--- src/rtl/uart_cmd_parser.sv ---
// uart_cmd_parser: ASCII register-access command parser between UART RX/TX FIFOs.
// Lines "Wxxyy<CR>" write, "Rxx<CR>" read; replies "K\r\n", "hh\r\n" or "E\r\n".
// Optional build macro UART_CMD_ECHO_EN: echo every popped byte to the TX FIFO.
module uart_cmd_parser #(
  parameter int unsigned MAX_LEN = 5
) (
  input  logic       clock,
  input  logic       reset,
  input  logic       rx_fifo_empty,
  input  logic [7:0] rx_fifo_data_out,
  output logic       rx_fifo_read_en,
  input  logic       tx_fifo_full,
  output logic [7:0] tx_fifo_data_in,
  output logic       tx_fifo_write_en,
  output logic [7:0] reg_addr,
  output logic [7:0] reg_wdata,
  output logic       reg_write,
  output logic       reg_read,
  input  logic [7:0] reg_rdata
);

  localparam int unsigned LW = $clog2(MAX_LEN + 1);

  typedef enum logic [2:0] {IDLE, POP, COLLECT, EXEC, RDWAIT, RESP} state_e;

  state_e        state_q, state_d;
  logic [7:0]    rx_byte_q, rx_byte_d;
  logic [7:0]    line_q [MAX_LEN];
  logic [7:0]    line_d [MAX_LEN];
  logic [LW-1:0] len_q, len_d;
  logic          ovf_q, ovf_d;
  logic          err_q, err_d;
  logic          is_rd_q, is_rd_d;
  logic [7:0]    addr_q, addr_d;
  logic [7:0]    wdata_q, wdata_d;
  logic [7:0]    resp_q [4];
  logic [7:0]    resp_d [4];
  logic [1:0]    idx_q, idx_d;
  logic [1:0]    last_q, last_d;

  logic [7:0]    ch [5];
  logic [7:0]    cmd_up;
  logic          is_w, is_r, dec_err, collect_go;

  function automatic logic is_hex(input logic [7:0] c);
    return (c >= 8'h30 && c <= 8'h39) || (c >= 8'h41 && c <= 8'h46) ||
           (c >= 8'h61 && c <= 8'h66);
  endfunction

  // Letters A-F/a-f share low nibble 1..6, so +9 yields 10..15 for both cases.
  function automatic logic [3:0] hex_val(input logic [7:0] c);
    return (c <= 8'h39) ? c[3:0] : c[3:0] + 4'd9;
  endfunction

  function automatic logic [7:0] nib_chr(input logic [3:0] n);
    return (n < 4'd10) ? 8'h30 + {4'h0, n} : 8'h37 + {4'h0, n};
  endfunction

  // Decode the stored line as a command (evaluated when CR arrives)
  always_comb begin
    for (int unsigned i = 0; i < 5; i++) begin
      ch[i] = 8'h00;
      if (i < MAX_LEN) ch[i] = line_q[i];
    end
    cmd_up  = ch[0] & 8'hDF;
    is_w    = (cmd_up == 8'h57);
    is_r    = (cmd_up == 8'h52);
    dec_err = ovf_q ||
              !((is_w && len_q == LW'(5) && is_hex(ch[1]) && is_hex(ch[2]) &&
                 is_hex(ch[3]) && is_hex(ch[4])) ||
                (is_r && len_q == LW'(3) && is_hex(ch[1]) && is_hex(ch[2])));
  end

  // Next-state and output logic
  always_comb begin
    state_d          = state_q;
    rx_byte_d        = rx_byte_q;
    line_d           = line_q;
    len_d            = len_q;
    ovf_d            = ovf_q;
    err_d            = err_q;
    is_rd_d          = is_rd_q;
    addr_d           = addr_q;
    wdata_d          = wdata_q;
    resp_d           = resp_q;
    idx_d            = idx_q;
    last_d           = last_q;
    rx_fifo_read_en  = 1'b0;
    tx_fifo_data_in  = 8'h00;
    tx_fifo_write_en = 1'b0;
    reg_write        = 1'b0;
    reg_read         = 1'b0;
    collect_go       = 1'b1;

    case (state_q)
      IDLE: if (!rx_fifo_empty) state_d = POP;
      POP: begin
        rx_fifo_read_en = 1'b1;
        rx_byte_d       = rx_fifo_data_out;
        state_d         = COLLECT;
      end
      COLLECT: begin
`ifdef UART_CMD_ECHO_EN
        tx_fifo_data_in  = rx_byte_q;
        tx_fifo_write_en = !tx_fifo_full;
        collect_go       = !tx_fifo_full;
`endif
        if (collect_go) begin
          if (rx_byte_q == 8'h0A) begin
            state_d = IDLE;
          end else if (rx_byte_q == 8'h0D) begin
            if (len_q == '0) begin
              state_d = IDLE;
            end else begin
              err_d   = dec_err;
              is_rd_d = is_r;
              if (!dec_err) begin
                addr_d = {hex_val(ch[1]), hex_val(ch[2])};
                if (is_w) wdata_d = {hex_val(ch[3]), hex_val(ch[4])};
              end
              state_d = EXEC;
            end
          end else begin
            if (len_q < LW'(MAX_LEN)) begin
              for (int unsigned i = 0; i < MAX_LEN; i++)
                if (len_q == LW'(i)) line_d[i] = rx_byte_q;
              len_d = len_q + LW'(1);
            end else begin
              ovf_d = 1'b1;
            end
            state_d = IDLE;
          end
        end
      end
      EXEC: begin
        idx_d = 2'd0;
        if (err_q) begin
          resp_d  = '{8'h45, 8'h0D, 8'h0A, 8'h00};
          last_d  = 2'd2;
          state_d = RESP;
        end else if (is_rd_q) begin
          reg_read = 1'b1;
          state_d  = RDWAIT;
        end else begin
          reg_write = 1'b1;
          resp_d    = '{8'h4B, 8'h0D, 8'h0A, 8'h00};
          last_d    = 2'd2;
          state_d   = RESP;
        end
      end
      RDWAIT: begin
        resp_d  = '{nib_chr(reg_rdata[7:4]), nib_chr(reg_rdata[3:0]), 8'h0D, 8'h0A};
        last_d  = 2'd3;
        state_d = RESP;
      end
      RESP: begin
        tx_fifo_data_in = resp_q[idx_q];
        if (!tx_fifo_full) begin
          tx_fifo_write_en = 1'b1;
          if (idx_q == last_q) begin
            len_d   = '0;
            ovf_d   = 1'b0;
            err_d   = 1'b0;
            is_rd_d = 1'b0;
            for (int unsigned i = 0; i < MAX_LEN; i++) line_d[i] = 8'h00;
            state_d = IDLE;
          end else begin
            idx_d = idx_q + 2'd1;
          end
        end
      end
      default: state_d = IDLE;
    endcase
  end

  // State and datapath registers
  always_ff @(posedge clock or negedge reset) begin
    if (!reset) begin
      state_q   <= IDLE;
      rx_byte_q <= '0;
      for (int unsigned i = 0; i < MAX_LEN; i++) line_q[i] <= '0;
      len_q     <= '0;
      ovf_q     <= 1'b0;
      err_q     <= 1'b0;
      is_rd_q   <= 1'b0;
      addr_q    <= '0;
      wdata_q   <= '0;
      for (int unsigned i = 0; i < 4; i++) resp_q[i] <= '0;
      idx_q     <= '0;
      last_q    <= '0;
    end else begin
      state_q   <= state_d;
      rx_byte_q <= rx_byte_d;
      line_q    <= line_d;
      len_q     <= len_d;
      ovf_q     <= ovf_d;
      err_q     <= err_d;
      is_rd_q   <= is_rd_d;
      addr_q    <= addr_d;
      wdata_q   <= wdata_d;
      resp_q    <= resp_d;
      idx_q     <= idx_d;
      last_q    <= last_d;
    end
  end

  assign reg_addr  = addr_q;
  assign reg_wdata = wdata_q;

endmodule

--- config.mk ---
export PLATFORM = sky130hd
export DESIGN_NAME = uart_cmd_parser
export DESIGN_NICKNAME = d
export VERILOG_FILES = /design/src/rtl/uart_cmd_parser.sv
export SDC_FILE = /design/constraint.sdc
export NUM_CORES = 1
export LEC_CHECK = 0
export ABC_AREA = 1
export CAP_MARGIN = 20
export CORE_UTILIZATION = 64
export CTS_BUF_LIST = sky130_fd_sc_hd__clkbuf_8
export DETAILED_ROUTE_END_ITERATION = 6
export GPL_ROUTABILITY_DRIVEN = 1
export PLACE_DENSITY = 0.95
export RECOVER_POWER = 50
export REMOVE_ABC_BUFFERS = 1
export SYNTH_ARGS = -nofsm -noshare
export SYNTH_HDL_FRONTEND = slang
export SYNTH_SLANG_ARGS = --single-unit
--- constraint.sdc ---
create_clock -name clock -period 3.2 [get_ports clock]
set_input_delay 0.64 -clock clock [delete_from_list [all_inputs] [get_ports clock]]
set_output_delay 0.64 -clock clock [all_outputs]
set_load 0.1 [all_outputs]
==> impl_metrics.csv, run 1 <==
group,metric,value,unit
run_status,outcome,"completed",
flow_run,cap_violations,0,
synth,synthCells,606,
routing,vias,4237,
clock_network,cts_buffers,9,
floorplanning,fp.dieW,89.95,um
synth,avgSynthCellArea,8.168,um^2
timing,period_needed,2.793,ns
routing,ant_nets,0,
final_layout,fin_area,5639,um^2
global_routing,grt_pass1_vias,4213,
power_and_ir_drop,cellPowerDensity,969.5,nW/um^2
floorplanning,die_h,89.95,um
final_layout,regArea,2277,um^2
clock_network,cts.clk_slew.worst_paths,0.10,ns
timing,clock_skew,0.01400,ns
global_routing,grt_overflow_total,0,
global_routing,grt_max_degree,92,
routing,drc,0,
global_routing,grt_usage,29.99,%
clock_network,cts_tree,"done",
floorplanning,initial_utilization,67.16,%
synth,synthTopCellsByArea,"dfrtp_1 (46%), nand2_1 (12%), inv_1 (5.3%)",
power_and_ir_drop,power.leakage,2.909,nW
placed_design,hpwl,8.195,mm
routing,post_drt_via_cell_ratio,5.590,
final_layout,fill_cells,498,
clock_network,post-cts-setup-buffers,0,
critical_path,worstPathRequired,2.56,ns
synth,synth-seq-area-share,46.01,%
timing,slew_headroom,23.01,%
floorplanning,rows,31,
timing,final_hold_viol_count,0,
synth,yosysTopAreaCell,"dfrtp_1",
clock_network,clock_sinks,91,
timing,tightest_slew,1.160,ns
global_routing,antenna_found_initial,0,
timing,drv_slew,0,
global_routing,grt_pass1_wl,18.97,mm
synth,synthArstFlopShare,100.0,%
synth,ys_dominant_reg_cell,"dfrtp_1",
synth,yosysTopAreaCellShare,46.01,%
synth,synth_edf_count,0,
timing,maxClockFrequency,358.0,MHz
routing,drt-pass1-iter-count,5,
clock_network,clock_tree.root_cell,"clkbuf_8",
routing,drt_wl_total,11.34,mm
power_and_ir_drop,vdd_drop_max,0.8937,mV
timing,rsz0062_at_grt,"no",
critical_path,crit_path_start_kind,"register",
routing,drt_iter0_drc,271,
synth,ys_types,43,
clock_network,ctsHoldBuffers,0,
final_layout,antennaDiodeCount,0,
placed_design,io_buffer_count,46,
timing,period_share,87.28,%
synth,synth-seq-cells,91,
floorplanning,dieArea,8090,um^2
critical_path,worstPathMaxFanout,17,
clock_network,clk_latency,0.37,ns
final_layout,nets,694,
floorplanning,core,7370,um^2
synth,synth_area,4950,um^2
synth,yosys_warnings,0,
placed_design,gp_routability_congestion,0.8959,
final_layout,drive_gt1_share,12.14,%
critical_path,criticalPathCategory,"register to primary output",
final_layout,multi_input_area,2278,um^2
hold_path,worstHoldPathType,"input port to async pin",
final_layout,synthToLayoutAreaGrowth,13.93,%
routing,routedWlPerCell,14.96,um
timing,setup_viol,0,
placed_design,postPlaceCellArea,5406,um^2
critical_path,endpoint_kind,"primary output",
critical_path,cp.arrival,2.15,ns
floorplanning,io-pin-count,48,
clock_network,clk_path_buf_depth,2,
clock_network,cts-resized-gates,0,
timing,setup-tns-final,0,ns
clock_network,cts_max_level,3,
cells in the final DEF (no fill, tap or decap), types with 3 or more instances in the layout:
cell type and instances:
nand2_2 4, nand3b_1 4, buf_4 26, clkbuf_1 3, clkdlybuf4s50_1 18, xor2_1 11
nand2_4 4, nor3_1 10, clkbuf_8 10, dfrtp_1 91, ha_1 20, o21ai_1 17
a21oi_1 30, inv_2 5, inv_1 72, nand4_1 12, o21ai_0 40, nand3_1 17
o21ai_2 15, nor2_1 52, nand2_1 164
critical path, stage by stage (launching register included):
cell	delay, ns
dfrtp_1	0.49
inv_2	0.08
nor3_4	0.32
inv_2	0.25
a221oi_1	0.29
buf_4	0.35
synthesized netlist by cell type (2+ instances only):
cell and number:
nor2_4 3, clkbuf_1 3, ha_1 20, a21oi_1 30, o21ai_2 15, nand2_4 4, o21ai_1 17, inv_1 70
buf_6 4, o21ai_0 40, dfrtp_1 91, clkinv_1 2, inv_2 6, o22ai_1 2, buf_4 2, xor2_1 11
o32ai_1 2, nand2_2 5, nor3_1 10, nor2_1 51, nand3_1 17, buf_2 2, nand2_1 163, nand4_1 12
o211ai_1 2, nand3b_1 4, nor3_4 2
area by class of cell:
class	instances	share of cell area (%)
flip-flops and latches	91	40.38
clock inverters	6	1.575
multi-input cells	424	40.40
clock buffers	10	2.441
repair buffers	49	7.699
inverters	79	5.303
well taps	99	2.197
power breakdown:
part / switching [mW] / internal [mW] / total [mW] / leakage [nW]
clock: 0.419 / 0.463 / 0.882 / 0.114
sequential: 0.374 / 1.59 / 1.96 / 1.15
combinational: 1.79 / 0.829 / 2.62 / 1.65
cell families (layout without fill, tap and decap cells):
| family | after synthesis | count (layout) | share of synthesized area, % |
|---|---|---|---|
| simple gates | 276 | 276 | 25.08 |
| other cells | 1 | 1 | 0.07576 |
| xor+xnor | 12 | 12 | 2.123 |
| flops | 91 | 91 | 46.01 |
| buf+inv | 91 | 144 | 7.760 |
| compound gates | 115 | 115 | 13.90 |
| fa+ha+maj | 20 | 20 | 5.056 |
through the flow:
stage | util, % | worst slack, ns | std cells | power (mW) | hold slack [ns]
after floorplan | - | -0.6688 | 594 | 3.863 | 0.3444
after global placement | 73.36 | 0.7980 | 741 | 4.377 | 0.4648
after detailed placement | 73.36 | 0.6530 | 741 | 4.558 | 0.4669
after CTS | 76.43 | 0.4075 | 757 | 5.460 | 0.4902
after global routing | 76.52 | 0.2374 | 758 | 5.872 | 0.4714
final | 76.52 | 0.4070 | 758 | 5.467 | 0.3965
state kept, by name (all words and copies together), names as in the netlist:
signal / flops
reg_addr: 8
is_rd_q: 1
resp_q: 16
err_q: 1
reg_wdata: 8
ch: 39
len_q: 3
ovf_q: 1
idx_q: 2
rx_byte_q: 8
last_q: 1
state_q: 3
layer usage:
layer,wire length [um],track usage [%]
met5,0,0
met4,333,15.19
met3,619,6.176
met2,5862,52.56
met1,4528,34.93
final timing paths:
| check | start | slack [ns] | cells after the start | to |
|---|---|---|---|---|
| setup / recovery | state_q[2]$_DFFE_PN0P_ | 0.41 | 5 | tx_fifo_data_in[3] |
| hold / removal | reset | 0.40 | 1 | ch[30]$_DFFE_PN0P_ |
| setup reg to reg | idx_q[0]$_DFFE_PN0P_ | 0.47 | 10 | ch[36]$_DFFE_PN0P_ |
| hold reg to reg | reg_wdata[3]$_DFFE_PN0P_ | 0.48 | 2 | reg_wdata[3]$_DFFE_PN0P_ |
| max in group asynchronous | reset | 1.93 | 2 | resp_q[29]$_DFFE_PN0P_ |
| min in group clock | reg_wdata[3]$_DFFE_PN0P_ | 0.48 | 2 | reg_wdata[3]$_DFFE_PN0P_ |
Power figures use the tool's default switching activity.
==> run 2, diff against run 1 <==
- CORE_ASPECT_RATIO: unset -> 0.5
- MAX_ROUTING_LAYER: unset -> met4
==> run 2 against run 1 <==
First-iteration DRC count up 25%. Non-clock buffer count up 2. Register-to-register slack better by 0.05 ns. Clock power up 3.9%. Flip-flop and latch count unchanged. Setup slack better by 0.021 ns. Sequential share of layout area down 0.20 points. Die area up 0.26%. Global-route usage up 1.6 points. Total power up 0.74%. Routed wire length up 0.35%. Combinational power about the same.
==> impl_metrics.csv, run 2 (same netlist as run 1, synthesis figures left out) <==
group,metric,value,unit
flow_run,cap_violations,0,
global_routing,grt_overflow_total,0,
floorplanning,io-pin-count,48,
clock_network,clk_path_buf_depth,2,
timing,clock_skew,0.006377,ns
floorplanning,rows,22,
clock_network,post-cts-setup-buffers,0,
critical_path,endpoint_kind,"primary output",
global_routing,grt_max_degree,92,
global_routing,antenna_found_initial,0,
floorplanning,dieArea,8111,um^2
routing,drt-pass1-iter-count,5,
final_layout,final_util,76.53,%
critical_path,rr_worst_depth,10,
timing,setup_viol,0,
global_routing,grt_pass1_wl,18.73,mm
critical_path,cp.depth,5,
floorplanning,core,7405,um^2
final_layout,fin_area,5667,um^2
final_layout,antennaDiodeCount,0,
power_and_ir_drop,pwr-share-comb,47.6,%
routing,vias,4254,
routing,ant_nets,0,
timing,slew_headroom,22.96,%
critical_path,timing.critical_path.mode_cell,"inv_2",
final_layout,final_cell_mix,"nand2_1 (164), dfrtp_1 (91), inv_1 (72), nor2_1 (52), o21ai_0 (40)",
floorplanning,initial_utilization,66.85,%
floorplanning,fp.dieW,126.4,um
critical_path,crit_path_max_incr_delay,0.44,ns
critical_path,criticalPathCategory,"register to primary output",
final_layout,largest_reg_flops,39,
routing,drt_iter0_drc,339,
power_and_ir_drop,intPower,2.936,mW
critical_path,worstPathMaxFanout,17,
final_layout,nets,696,
final_layout,final_common_cell,"nand2_1",
power_and_ir_drop,cellPowerDensity,971.9,nW/um^2
timing,rsz0062_at_grt,"no",
critical_path,cp.arrival,2.13,ns
power_and_ir_drop,power_frac_clock,16.6,%
floorplanning,die_h,64.19,um
power_and_ir_drop,power.leakage,2.925,nW
routing,post_drt_via_cell_ratio,5.627,
clock_network,cts_buffers,9,
timing,tightest_slew,1.161,ns
critical_path,crit_path_start_kind,"register",
hold_path,worstHoldPathType,"input port to async pin",
critical_path,r2r_start,"idx_q[0]$_DFFE_PN0P_",
power_and_ir_drop,pwr-share-seq,35.8,%
clock_network,clock_tree.root_cell,"clkbuf_8",
global_routing,grt_usage,31.56,%
final_layout,final_cells,756,
clock_network,cts_tree,"done",
clock_network,ctsHoldBuffers,0,
critical_path,worstPathRequired,2.56,ns
timing,period_needed,2.772,ns
power_and_ir_drop,p_sw,2.571,mW
critical_path,crit_buf_inv,3,
clock_network,clk_latency,0.37,ns
routing,drt_wl_total,11.38,mm
clock_network,cts_max_level,3,
final_layout,fill_cells,500,
power_and_ir_drop,total_power,5.507,mW
timing,drv_slew,0,
final_layout,synthToLayoutAreaGrowth,14.48,%
clock_network,cts.clk_slew.worst_paths,0.09,ns
critical_path,path_cells,"inv_2 > nor3_4 > inv_2 > a221oi_1 > buf_12",
placed_design,io_buffer_count,46,
placed_design,postPlaceCellArea,5430,um^2
critical_path,cp_slowest_cell,"dfrtp_1",
critical_path,crit_start,"state_q[0]$_DFFE_PN0P_",
power_and_ir_drop,power_switching_share,46.69,%
routing,routedWlPerCell,15.06,um
global_routing,grt_pass1_vias,3975,
timing,period_share,86.61,%
clock_network,clock_sinks,91,
placed_design,gp_routability_congestion,0.9107,
placed_design,placed_cells,740,
final_layout,drive_gt1_share,12.27,%
power_and_ir_drop,vdd_drop_max,0.7847,mV
clock_network,cts-resized-gates,0,
critical_path,path_delay_family,"buffers and inverters",
routing,drc,0,
run_status,outcome,"completed",
timing,maxClockFrequency,360.8,MHz
placed_design,hpwl,7.847,mm
timing,final_hold_viol_count,0,
## run 2: cell types whose count changed in the layout (fill, tap and decap cells not counted)
cell,before,now
inv_6,1,0
clkbuf_8,10,9
buf_4,26,27
clkinv_2,0,1
bufinv_16,2,3
clkinv_4,1,0
buf_12,1,2
## run 2: worst reg2reg max path: stages, from the launching register on
cell,delay (ns)
dfrtp_1,0.51
inv_1,0.22
ha_1,0.33
nand3_1,0.08
nand2_1,0.10
nand2_2,0.08
nor2_4,0.22
nand2_2,0.11
nor2_1,0.66
nor2_1,0.12
a21oi_1,0.17
## run 2: worst paths after layout
| check | to | slack (ns) |
|---|---|---|
| max | tx_fifo_data_in[3] | 0.43 |
| min | reg_wdata[1]$_DFFE_PN0P_ | 0.44 |
| max reg2reg | ch[32]$_DFFE_PN0P_ | 0.52 |
| min reg2reg | reg_addr[1]$_DFFE_PN0P_ | 0.50 |
| max in group asynchronous | state_q[0]$_DFFE_PN0P_ | 1.86 |
| min in group clock | reg_addr[1]$_DFFE_PN0P_ | 0.50 |
## run 2: power groups by stage
stage	clock [mW]	sequential, mW	combinational, mW
3_3_place_gp	0	1.95	2.46
5_1_grt	0.963	2.02	2.92
3_5_place_dp	0	1.97	2.58
4_1_cts	0.921	1.96	2.61
2_1_floorplan	0	1.87	1.99
6_report	0.916	1.97	2.62
## run 2: layout make-up
| cell class | count | area (um^2) | share of cell area [%] |
|---|---|---|---|
| inverter | 79 | 299.0 | 5.277 |
| multi-input combinational | 424 | 2278 | 40.21 |
| tap | 96 | 120.1 | 2.120 |
| sequential | 91 | 2277 | 40.19 |
| clock buffer | 9 | 123.9 | 2.186 |
| timing repair buffer | 51 | 461.7 | 8.148 |
| clock inverter | 6 | 106.4 | 1.877 |
## run 2: layer usage
| metal | share of wire (%) | global-route usage [%] | vias to the layer above |
|---|---|---|---|
| li1 | - | - | 2067 |
| met1 | 43 | 38.73 | 1975 |
| met2 | 47 | 49.79 | 178 |
| met3 | 7.7 | 8.626 | 34 |
| met4 | 2.1 | 13.55 | 0 |
| met5 | 0 | - | - |
## run 2: metrics by stage
stage | setup WS [ns] | setup TNS, ns | hold WS, ns
after floorplan | -0.6688 | -8.476 | 0.3444
after global placement | 0.7660 | 0 | 0.4659
after detailed placement | 0.5846 | 0 | 0.4764
after CTS | 0.3999 | 0 | 0.4975
after global routing | 0.2323 | 0 | 0.5054
final | 0.4284 | 0 | 0.4387
